[config.mk]
export PLATFORM = sky130hd
export DESIGN_NAME = dec16_onehot_seq_flat
export DESIGN_NICKNAME = d
export VERILOG_FILES = /design/src/rtl/dec16_onehot_seq_if.sv /design/src/rtl/dec16_onehot_seq.sv /design/src/flat_wrapper.sv
export SDC_FILE = /design/constraint.sdc
export NUM_CORES = 1
export LEC_CHECK = 0
export ABC_AREA = 1
export CAP_MARGIN = 40
export CORE_MARGIN = 5
export CORE_UTILIZATION = 40
export CTS_CLUSTER_SIZE = 8
export DETAILED_ROUTE_END_ITERATION = 10
export PLACE_DENSITY_LB_ADDON = 0.12
export SYNTH_ARGS = -nofsm -noshare
export SYNTH_HDL_FRONTEND = slang
export SYNTH_SLANG_ARGS = --single-unit
[constraint.sdc]
create_clock -name clk -period 3.7 [get_ports clk]
set_input_delay 0.555 -clock clk [delete_from_list [all_inputs] [get_ports clk]]
set_output_delay 0.555 -clock clk [all_outputs]
set_load 0.03 [all_outputs]
[src/rtl/dec16_onehot_seq_if.sv]
// Handshake and line-bus bundle for dec16_onehot_seq.
// The parity pair exists only when DEC16_PARITY_EN is defined.
interface dec16_onehot_seq_if;
  logic        in_valid;
  logic        in_ready;
  logic [3:0]  in_code;
  logic        en;
  logic [15:0] d;
  logic        d_valid;
  logic        busy;
`ifdef DEC16_PARITY_EN
  logic        in_par;
  logic        par_err;

  modport master (output in_valid, in_code, in_par, en,
                  input  in_ready, d, d_valid, busy, par_err);
  modport slave  (input  in_valid, in_code, in_par, en,
                  output in_ready, d, d_valid, busy, par_err);
`else
  modport master (output in_valid, in_code, en,
                  input  in_ready, d, d_valid, busy);
  modport slave  (input  in_valid, in_code, en,
                  output in_ready, d, d_valid, busy);
`endif
endinterface

[src/rtl/dec16_onehot_seq.sv]
// Sequenced 4-to-16 one-hot decoder: 2-entry code FIFO feeding a line driver
// that holds each one-hot word for HOLD enabled cycles. Optional DEC16_PARITY_EN.
module dec16_onehot_seq #(
  parameter int unsigned HOLD = 1
) (
  input logic               clk,
  input logic               rst_n,
  dec16_onehot_seq_if.slave bus
);

  typedef enum logic {S_IDLE, S_DRIVE} state_e;

  localparam logic [7:0] HOLD_M1 = 8'(HOLD - 1);

  state_e      state_q;
  logic [3:0]  fifo_mem [2];
  logic        wr_ptr_q;
  logic        rd_ptr_q;
  logic [1:0]  occ_q;
  logic [7:0]  hold_cnt_q;
  logic [15:0] d_q;
  logic        d_valid_q;
  logic        accept;
  logic        store;
  logic        pop;
  logic        fifo_empty;
  logic [3:0]  head_code;

  assign fifo_empty   = (occ_q == 2'd0);
  assign head_code    = fifo_mem[rd_ptr_q];
  // NOTE: in_ready looks only at registered occupancy, so a full FIFO never accepts even when it pops.
  assign bus.in_ready = (occ_q != 2'd2);
  assign accept       = bus.in_valid && bus.in_ready;

`ifdef DEC16_PARITY_EN
  logic par_ok;
  logic par_err_q;

  assign par_ok      = ~^{bus.in_par, bus.in_code};
  assign store       = accept && par_ok;
  assign bus.par_err = par_err_q;

  always_ff @(posedge clk or negedge rst_n) begin
    if (!rst_n) par_err_q <= 1'b0;
    else        par_err_q <= accept && !par_ok;
  end
`else
  assign store = accept;
`endif

  // Pop whenever the driver is free: idle, or on the last enabled cycle of a word.
  assign pop = bus.en && !fifo_empty && ((state_q == S_IDLE) || (hold_cnt_q == 8'd0));

  // NOTE: FIFO storage is deliberately not reset; occupancy alone decides which entries are live.
  always_ff @(posedge clk) begin
    if (store) fifo_mem[wr_ptr_q] <= bus.in_code;
  end

  always_ff @(posedge clk or negedge rst_n) begin
    if (!rst_n) begin
      wr_ptr_q <= 1'b0;
      rd_ptr_q <= 1'b0;
      occ_q    <= 2'd0;
    end else begin
      if (store) wr_ptr_q <= ~wr_ptr_q;
      if (pop)   rd_ptr_q <= ~rd_ptr_q;
      case ({store, pop})
        2'b10:   occ_q <= occ_q + 2'd1;
        2'b01:   occ_q <= occ_q - 2'd1;
        default: occ_q <= occ_q;
      endcase
    end
  end

  always_ff @(posedge clk or negedge rst_n) begin
    if (!rst_n) begin
      state_q    <= S_IDLE;
      hold_cnt_q <= 8'd0;
      d_q        <= 16'h0000;
      d_valid_q  <= 1'b0;
    end else begin
      case (state_q)
        S_IDLE: begin
          if (pop) begin
            d_q        <= 16'h0001 << head_code;
            d_valid_q  <= 1'b1;
            hold_cnt_q <= HOLD_M1;
            state_q    <= S_DRIVE;
          end
        end
        S_DRIVE: begin
          if (bus.en) begin
            if (hold_cnt_q != 8'd0) begin
              hold_cnt_q <= hold_cnt_q - 8'd1;
            end else if (pop) begin
              d_q        <= 16'h0001 << head_code;
              hold_cnt_q <= HOLD_M1;
            end else begin
              d_q       <= 16'h0000;
              d_valid_q <= 1'b0;
              state_q   <= S_IDLE;
            end
          end
        end
        default: state_q <= S_IDLE;
      endcase
    end
  end

  assign bus.d       = d_q;
  assign bus.d_valid = d_valid_q;
  assign bus.busy    = !fifo_empty || (state_q == S_DRIVE);

endmodule

[src/flat_wrapper.sv]
// flat-port wrapper written by rule: the top's interface ports become plain ports
module dec16_onehot_seq_flat 
#(
  parameter int unsigned HOLD = 1
)
  (clk, rst_n, bus_in_valid, bus_in_code, bus_en, bus_in_ready, bus_d, bus_d_valid, bus_busy);
  dec16_onehot_seq_if bus_i ();
  input logic clk;
  input logic rst_n;
  input wire logic [$bits(bus_i.in_valid)-1:0] bus_in_valid;
  input wire logic [$bits(bus_i.in_code)-1:0] bus_in_code;
  input wire logic [$bits(bus_i.en)-1:0] bus_en;
  output wire logic [$bits(bus_i.in_ready)-1:0] bus_in_ready;
  output wire logic [$bits(bus_i.d)-1:0] bus_d;
  output wire logic [$bits(bus_i.d_valid)-1:0] bus_d_valid;
  output wire logic [$bits(bus_i.busy)-1:0] bus_busy;
  assign bus_i.in_valid = bus_in_valid;
  assign bus_i.in_code = bus_in_code;
  assign bus_i.en = bus_en;
  assign bus_in_ready = bus_i.in_ready;
  assign bus_d = bus_i.d;
  assign bus_d_valid = bus_i.d_valid;
  assign bus_busy = bus_i.busy;
  dec16_onehot_seq #(.HOLD(HOLD)) u_core (.clk(clk), .rst_n(rst_n), .bus(bus_i));
endmodule
==> results by group <==
Clocking
  • # Post-CTS Setup Buffers: 0
  • CTS tree: yes
  • Clock latency on the worst-skew pair: 0.29 ns
  • H-tree Lvls: 2
  • CTS Buf Count: 5
  • CTS root buffer: clkbuf_8
  • Hold-fix buffers at CTS: 0
  • Num Clock Sinks: 38
  • CTS Buffer Depth: 2
  • Post_cts resized: 0
  • Clock slew at reported path FFs: 0.08 ns

Timing
  • Crit share post-route: 67.8%
  • TNS Setup: 0 ns
  • Final setup viols: 0
  • Worst relative slew slack: 68.1%
  • Final Hold Fails: 0
  • Hold Slack: 0.485 ns
  • Max Slew Vio Count: 0
  • Max Clock Freq: 0.398 GHz
  • Clock skew: 0.00743 ns
  • Crit path time final: 2.51 ns
  • Slew @ Worst Pin: 0.478 ns
  • Unrepaired setup endpoints after global routing: false

Worst setup path
  • CP Data Required Time: 3.14 ns
  • Critical path capture point type: output port
  • Critical Path Start Type: flop
  • Worst reg2reg setup slack: 1.57 ns
  • Crit Path Class: flop to output port
  • Maximum fanout along the worst path: 10
  • Critical Path AT: 1.95 ns

Final layout
  • Most frequent cells in the layout: nand2_1 (64), dfrtp_1 (30), inv_1 (26), nor2_1 (26), clkdlybuf4s50_1 (26)
  • Layout fillers: 476
  • Fraction of layout cells with a size suffix above 1: 14.4%
  • Area taken by multi-input logic gates: 823 sq um
  • Final Cell Area: 0.00242 sq mm
  • Most common cell after layout, fill and taps aside: nand2_1
  • Seq. cell area: 991 sq um
  • Area grow syn2layout: 21.7%
  • # diodes: 0
  • Layout Cells excl Fill: 324
  • Fin nets: 266

Global routing
  • Largest net degree at the start of global routing: 31
  • First-pass GRT wire length: 6640 um
  • Initial antenna violation count: 0
  • Gr usage total: 13.4%
  • Vias in the first global route: 1467
  • Overflow after GRT: 0

Power and ir drop
  • Pwr/cell area: 722 mW/mm^2
  • Worst vdd ir: 0.000398 V
  • Leak: 1.13 nW
  • Total power: 0.00174 W

Floorplan
  • Chip width: 80.5 um
  • Die Height: 80.5 um
  • # rows: 25
  • Starting Density: 41.5%
  • Die Footprint: 0.00648 sq mm
  • Ports: 27
  • Core Area: 0.00479 sq mm

Synth
  • Sequential-to-total area share from yosys stat: 49.9%
  • YS warnings: 0
  • Yosys cell types: 29
  • Synth Cell Area: 0.00199 sq mm
  • Top-area cell type share of the netlist area: 37.8%
  • Syn Inst Count: 227
  • Avg Cell Area, Syn: 8.75 sq um
  • Synth top area cells: dfrtp_1 (38%), edfxtp_1 (12%), nand2_1 (12%)
  • Synth area leader: dfrtp_1
  • Mapped Nets: 237
  • #FFs+latches synth: 38

Placed design
  • Placed cell count: 316
  • DP HPWL: 2730 um
  • Area after DPL: 0.00227 sq mm
  • GPL Wtd Cong: 0.800
  • Port Buf Inserts: 26

Routing
  • Routed Antenna Nets: 0
  • Total iterations of the first detailed-routing run: 4
  • Detailed Route Iter0 Violations: 53
  • DR WL/cell: 11.5 um
  • Drt total wl: 3720 um
  • DR DRC count: 0
  • Via density per instance: 4.54
  • DR vias: 1472

Run status
  • Status: finished, final reports clean

Min path
  • Min-Delay Path Class: flop to flop

Flow run
  • Max_cap viols: 0
cell families (layout without fill, tap and decap cells):
kind of cell / count (synthesis) / in the layout / share of synthesized area, %
compound gates: 24 / 24 / 8.25
xor+xnor: 4 / 4 / 1.76
fa+ha+maj: 2 / 2 / 1.26
buf+inv: 34 / 64 / 8.69
flops: 38 / 38 / 49.9
simple gates: 125 / 125 / 30.2
state kept, by name, summed over array words and instances (netlist names):
register            cells
u_core.state_q          1
u_core.fifo_mem         8
u_core.bus.d           16
u_core.occ_q            2
u_core.rd_ptr_q         1
u_core.wr_ptr_q         1
u_core.bus.d_valid      1
u_core.hold_cnt_q       8
area by class of cell:
class / count / area share [%]
flip-flops and latches: 38 / 41.0
multi-input cells: 155 / 34.1
repair buffers: 27 / 11.1
inverters: 29 / 4.50
well taps: 67 / 3.47
clock buffers: 6 / 3.42
clock inverters: 2 / 2.48
report_power, final:
part | total, W | switching [W] | internal, W
combinational | 0.000657 | 0.000419 | 0.000239
sequential | 0.000650 | 0.000103 | 0.000547
clock | 0.000436 | 0.000149 | 0.000288
cell usage after synthesis, drive strengths merged:
cell,instances
buf,4
or2,1
clkbuf,1
a21oi,2
nor3,2
o21ai,21
o21bai,1
inv,29
dfrtp,30
nand2,72
nor2,30
edfxtp,8
nand4,4
xor2,3
nand3,16
xnor2,1
ha,2
stage by stage:
stage / setup WS [ns] / util, %
finish: 1.19 / 50.5
global route: 1.10 / 50.5
CTS: 1.18 / 50.5
detailed placement: 1.02 / 47.5
global placement: 1.08 / 47.5
floorplan: 1.80 / -
layer usage:
metal / GRT usage [%] / up-vias / wire length, um
met3: 4.26 / 7 / 199
met5: 0 / - / 0
met2: 20.4 / 30 / 1570
met1: 17.6 / 658 / 1880
li1: - / 777 / -
met4: 5.57 / 0 / 69
worst max-delay path, cell delays in order (launching register included):
cell,delay [ns]
dfrtp_1,0.64
inv_1,0.20
nand3_2,0.13
clkdlybuf4s50_1,0.68
path summary, 6_finish.rpt:
check	startpoint	end	cells after the start
min in group asynchronous	rst_n	u_core.hold_cnt_q[2]$_DFFE_PN0N_	2
worst min-delay path	u_core.bus.d[4]$_DFFE_PN0P_	u_core.bus.d[4]$_DFFE_PN0P_	2
worst max register to register	u_core.hold_cnt_q[0]$_DFFE_PN0N_	u_core.occ_q[1]$_DFFE_PN0P_	12
worst max-delay path	u_core.state_q$_DFF_PN0_	bus_busy	3
worst min register to register	u_core.bus.d[4]$_DFFE_PN0P_	u_core.bus.d[4]$_DFFE_PN0P_	2
max in group asynchronous	rst_n	u_core.bus.d[11]$_DFFE_PN0P_	2
Note: power is estimated with default switching activity, not from simulation.
